[config.mk]
export PLATFORM = sky130hd
export DESIGN_NAME = hazard_class_pipe
export DESIGN_NICKNAME = d
export VERILOG_FILES = /design/src/rtl/hazard_class_pipe.sv
export SDC_FILE = /design/constraint.sdc
export NUM_CORES = 1
export LEC_CHECK = 0
export ABC_AREA = 1
export CAP_MARGIN = 20
export CELL_PAD_IN_SITES_DETAIL_PLACEMENT = 1
export CELL_PAD_IN_SITES_GLOBAL_PLACEMENT = 2
export CORE_MARGIN = 1
export CORE_UTILIZATION = 30
export CTS_BUF_LIST = sky130_fd_sc_hd__clkbuf_8
export DETAILED_ROUTE_END_ITERATION = 7
export PLACE_DENSITY = 0.95
export SYNTH_ARGS = -nofsm -noshare
export SYNTH_HDL_FRONTEND = slang
export SYNTH_SLANG_ARGS = --single-unit
[constraint.sdc]
create_clock -name clk -period 4.9 [get_ports clk]
set_input_delay 0.98 -clock clk [delete_from_list [all_inputs] [get_ports clk]]
set_output_delay 0.98 -clock clk [all_outputs]
set_load 0.03 [all_outputs]
[src/rtl/hazard_class_pipe.sv]
// Instruction class decoder with Tuse/Tnew hazard tracking for a P6-class pipeline.
// Keeps NSTAGE in-flight writer slots after D and produces stall, forwarding
// selects and a saturating count of stalled cycles.
module hazard_class_pipe #(
  parameter int NSTAGE    = 3,
  parameter int TNEW_ALU  = 1,
  parameter int TNEW_LOAD = 2,
  parameter int CNT_W     = 16,
  localparam int FW       = $clog2(NSTAGE + 1)
) (
  input  logic             clk,
  input  logic             reset,
  input  logic [31:0]      instr_d,
  input  logic             d_valid,
  input  logic             flush,
  output logic [6:0]       cls_d,
  output logic             stall,
  output logic [FW-1:0]    fwd_rs,
  output logic [FW-1:0]    fwd_rt,
  output logic [CNT_W-1:0] stall_cnt
);

  // One-hot class bit positions, {NOP,J,B,SM,LM,RI,RR}
  localparam int C_RR  = 0;
  localparam int C_RI  = 1;
  localparam int C_LM  = 2;
  localparam int C_SM  = 3;
  localparam int C_B   = 4;
  localparam int C_J   = 5;
  localparam int C_NOP = 6;

  logic [5:0] opcode;
  logic [5:0] funct;
  logic [4:0] rs;
  logic [4:0] rt;
  logic [4:0] rd;
  logic       unused_bits;

  assign opcode      = instr_d[31:26];
  assign rs          = instr_d[25:21];
  assign rt          = instr_d[20:16];
  assign rd          = instr_d[15:11];
  assign funct       = instr_d[5:0];
  assign unused_bits = ^instr_d[10:6];

  logic [1:0] tuse_rs;
  logic [1:0] tuse_rt;
  logic [4:0] dec_dest;
  logic [1:0] dec_tnew;

  // Writer slots: index 0 is the youngest (E), NSTAGE-1 the oldest
  logic [NSTAGE-1:0][4:0] dest_q;
  logic [NSTAGE-1:0][1:0] tnew_q;

  // Decode class, source use times and the destination written by instr_d
  always_comb begin
    cls_d    = 7'd0;
    cls_d[C_NOP] = 1'b1;
    tuse_rs  = 2'd3;
    tuse_rt  = 2'd3;
    dec_dest = 5'd0;
    dec_tnew = 2'd0;
    if (d_valid) begin
      case (opcode)
        6'h00: begin
          case (funct)
            6'h20, 6'h22, 6'h24, 6'h25, 6'h2A, 6'h2B: begin
              cls_d    = 7'd1 << C_RR;
              tuse_rs  = 2'd1;
              tuse_rt  = 2'd1;
              dec_dest = rd;
              dec_tnew = 2'(TNEW_ALU);
            end
            6'h08: begin
              cls_d   = 7'd1 << C_J;
              tuse_rs = 2'd0;
            end
            default: ;
          endcase
        end
        6'h0D, 6'h0F, 6'h08, 6'h0C: begin
          cls_d    = 7'd1 << C_RI;
          tuse_rs  = 2'd1;
          dec_dest = rt;
          dec_tnew = 2'(TNEW_ALU);
        end
        6'h23, 6'h21, 6'h20: begin
          cls_d    = 7'd1 << C_LM;
          tuse_rs  = 2'd1;
          dec_dest = rt;
          dec_tnew = 2'(TNEW_LOAD);
        end
        6'h2B, 6'h29, 6'h28: begin
          cls_d   = 7'd1 << C_SM;
          tuse_rs = 2'd1;
          tuse_rt = 2'd2;
        end
        6'h04, 6'h05: begin
          cls_d   = 7'd1 << C_B;
          tuse_rs = 2'd0;
          tuse_rt = 2'd0;
        end
        6'h03: begin
          cls_d    = 7'd1 << C_J;
          dec_dest = 5'd31;
        end
        default: ;
      endcase
    end
  end

  // Returns {stall, fwd} for one source; the youngest matching slot decides,
  // so the scan runs oldest-to-youngest and lets later matches overwrite.
  function automatic logic [FW:0] check_src(input logic [4:0] src, input logic [1:0] tuse);
    logic          hit_stall;
    logic [FW-1:0] sel;
    hit_stall = 1'b0;
    sel       = '0;
    if (src != 5'd0 && tuse != 2'd3) begin
      for (int k = NSTAGE - 1; k >= 0; k--) begin
        if (dest_q[k] == src) begin
          if (tnew_q[k] > tuse) begin
            hit_stall = 1'b1;
            sel       = '0;
          end else begin
            hit_stall = 1'b0;
            sel       = (tnew_q[k] == 2'd0) ? FW'(k + 1) : '0;
          end
        end
      end
    end
    return {hit_stall, sel};
  endfunction

  logic [FW:0] res_rs;
  logic [FW:0] res_rt;

  // Combine per-source results; forwarding is meaningless while stalled
  always_comb begin
    res_rs = check_src(rs, tuse_rs);
    res_rt = check_src(rt, tuse_rt);
    stall  = d_valid & (res_rs[FW] | res_rt[FW]);
    fwd_rs = stall ? '0 : res_rs[FW-1:0];
    fwd_rt = stall ? '0 : res_rt[FW-1:0];
  end

  // Advance writer slots; a stalled or flushed D contributes a bubble
  always_ff @(posedge clk or negedge reset) begin
    if (!reset) begin
      dest_q <= '0;
      tnew_q <= '0;
    end else begin
      dest_q[0] <= (stall || flush) ? 5'd0 : dec_dest;
      tnew_q[0] <= (stall || flush) ? 2'd0 : dec_tnew;
      for (int k = 1; k < NSTAGE; k++) begin
        dest_q[k] <= dest_q[k-1];
        tnew_q[k] <= (tnew_q[k-1] == 2'd0) ? 2'd0 : tnew_q[k-1] - 2'd1;
      end
    end
  end

  // Count stalled cycles, holding at all-ones instead of wrapping
  always_ff @(posedge clk or negedge reset) begin
    if (!reset) begin
      stall_cnt <= '0;
    end else if (stall && stall_cnt != {CNT_W{1'b1}}) begin
      stall_cnt <= stall_cnt + 1'b1;
    end
  end

endmodule

==> results.toml <==
[power_and_ir_drop]
finalPower_mw = 0.672
power_density_mw_per_mm2 = 181
cellLeakagePower_nw = 1.86
ir_drop_mv = 0.0758

[timing]
slew_violations = 0
post-route-period-util_pct = 95.2
tns_ps = 0
worstMarginPinSlew_ps = 551
final.setup_skew_ps = 9.62
setup_viol = 0
rsz0062_at_grt = "false"
hold_violations = 0
slew_headroom_pct = 63.2
min_period_ps = 4670
fmax_mhz = 214
holdWs_ps = 423

[routing]
drt-total-wl_mm = 8.49
dr_total_vias = 2977
wire_per_inst_um = 13.4
first_iter_violations = 111
via_per_inst = 4.69
drcViolationCount = 0
dr.pass1.iters = 4
ant_nets = 0

[critical_path]
worstPathRequired_ps = 3920
path_buf_inv = 4
critical_path_class = "input pin to output port"
crit_arrival_ps = 3690
critPathSlowestCell = "clkdlybuf4s50_1"
crit_family = "simple AND/OR/NAND/NOR gates"
cp-start-kind = "input pin"
end_kind = "output port"
cpPeakStageDelay_ps = 510
crit_fanout = 6
crit_top_cell = "nand2_1"
worstPathCellList = "clkdlybuf4s50_1 -> inv_2 -> nor2_1 -> nor2_2 -> nand2_1 -> nand2_1 -> nor3_1 -> nand3_1 -> ha_1 -> a22oi_2 -> nand4_1 -> nand3_1 -> nand3_2 -> nand2_4 -> inv_2 -> nand2_1 -> nor2_1 -> buf_4"

[global_route]
grt_antenna_before_repair = 0
grt_max_degree = 38
grt_pass1_wl_mm = 14.4
grt_overflow_total = 0
grt_pass1_vias = 3087
track_usage_pct = 18.4

[die]
pin_count = 64
num_rows = 35
core_area_sq_mm = 0.00924
die_y_um = 99.6
die_width_um = 99.6
initial_core_util_pct = 30.9
dieArea_sq_mm = 0.00992

[synth]
ys_top_cells_by_area = "dfrtp_1 32%, nand2_1 18%, inv_1 8.5%"
ys.flop_type = "dfrtp_1"
netlist_area_sq_mm = 0.00286
ys.warnings.count = 0
synth_fp_nets = 489
syn_avg_cell_area_sq_um = 6.50
synth_top_area_share_pct = 32.4
synthTopCellsByCount = "139 x nand2_1, 65 x inv_1, 58 x nor2_1"
synth_edf_count = 0
synth-seq-cells = 37
syn-instance-count = 440
seq_area_frac_synth_pct = 32.4
yosysMostFrequentCell = "nand2_1"
synth_cell_type_count = 29
async_flop_share_pct = 100
yosys.area.top_type = "dfrtp_1"

[clock_network]
ctsHoldBuffers = 0
cts-root-buf = "clkbuf_8"
clock_latency_ps = 310
cts_inserted_buffers = 5
cts_num_sinks = 37
ctsResizeCount = 0
cts_tree = "done"
cts.path.max_buffers = 2
post_cts_buffers = 0
clk_pin_slew_worst_paths_ps = 90
h-tree-depth = 2

[layout]
antenna_cells = 0
fillCellCount = 1197
synthToLayoutAreaGrowth_pct = 30.0
fin_area_sq_mm = 0.00372
num-nets-final = 554
layout-drive-gt1-share_pct = 8.89

[place]
gp_congestion = 0.805
dp.final_hpwl_mm = 6.84
postPlaceCellArea_sq_mm = 0.00357
io_buffers = 58

[run_status]
outcome = "complete, no violations"

[flow_run]
drv_cap = 0

[min_path]
holdCritPathClass = "flop to flop"
[routing by layer]
layer  GRT usage (%)  routed length, um  up-vias
li1                -                  -     1503
met1            22.9               3910     1422
met2            32.1               4240       40
met3            3.02                192       12
met4            6.33                147        0
met5               0                  0        -
[path summary, 6_finish.rpt]
| kind | cells after the start | start | endpoint | slack (ps) |
|---|---|---|---|---|
| max | 18 | instr_d[27] | fwd_rs[0] | 230 |
| min | 0 | dest_q[7] | dest_q[12] | 420 |
| max reg2reg | 11 | tnew_q[2] | stall_cnt[7] | 2820 |
| min reg2reg | 0 | dest_q[7] | dest_q[12] | 420 |
| max in group asynchronous | 2 | reset | dest_q[3] | 3760 |
| min in group asynchronous | 1 | reset | stall_cnt[2] | 640 |
[cell usage in the layout, fill, tap and decap left out, drive strengths merged]
master / instances
dfrtp: 37
clkinv: 2
xnor2: 6
nor2: 62
o21ai: 9
xor2: 9
buf: 9
nand4: 7
inv: 73
nor3b: 1
or2: 1
clkdlybuf4s50: 52
ha: 13
a22oi: 2
o211ai: 1
nand3: 44
nand2: 143
a21oi: 14
nor4: 1
o22ai: 1
nand3b: 1
clkbuf: 7
nor3: 11
[report_power, final]
group | internal (mW) | total, mW | leakage (nW) | switching, mW
logic | 0.0496 | 0.115 | 1.30 | 0.0650
registers | 0.309 | 0.313 | 0.515 | 0.00442
clock network | 0.114 | 0.244 | 0.0512 | 0.130
[per-stage QoR]
stage | setup slack [ps] | instances | utilization (%)
after CTS | 75.8 | 634 | 39.7
after global routing | 3.22 | 635 | 40.2
final | 235 | 635 | 40.2
after global placement | 133 | 626 | 38.7
after floorplan | 925 | 440 | -
after detailed placement | 70.1 | 626 | 38.7
[logic make-up (layout without fill, tap and decap cells)]
group	after synthesis	count (layout)	share of synthesized area, %
simple gates	271	271	41.1
compound gates	27	27	5.43
flops	37	37	32.4
xor+xnor	15	15	4.60
fa+ha+maj	13	13	5.69
buf+inv	77	143	10.8
[state kept, by name (all words and copies together), names as in the netlist]
| register | count |
|---|---|
| dest_q | 15 |
| stall_cnt | 16 |
| tnew_q | 6 |
[area by class of cell]
type                            count  area, sq um  share of cell area [%]
Clock buffer                        6         82.6                    2.22
Clock inverter                      2         13.8                   0.370
Inverter                           73          274                    7.37
Multi-Input combinational cell    326         1650                    44.3
Sequential cell                    37          926                    24.9
Tap cell                          129          161                    4.34
Timing Repair Buffer               62          613                    16.5
No activity file was read; power rests on OpenSTA's default activity.
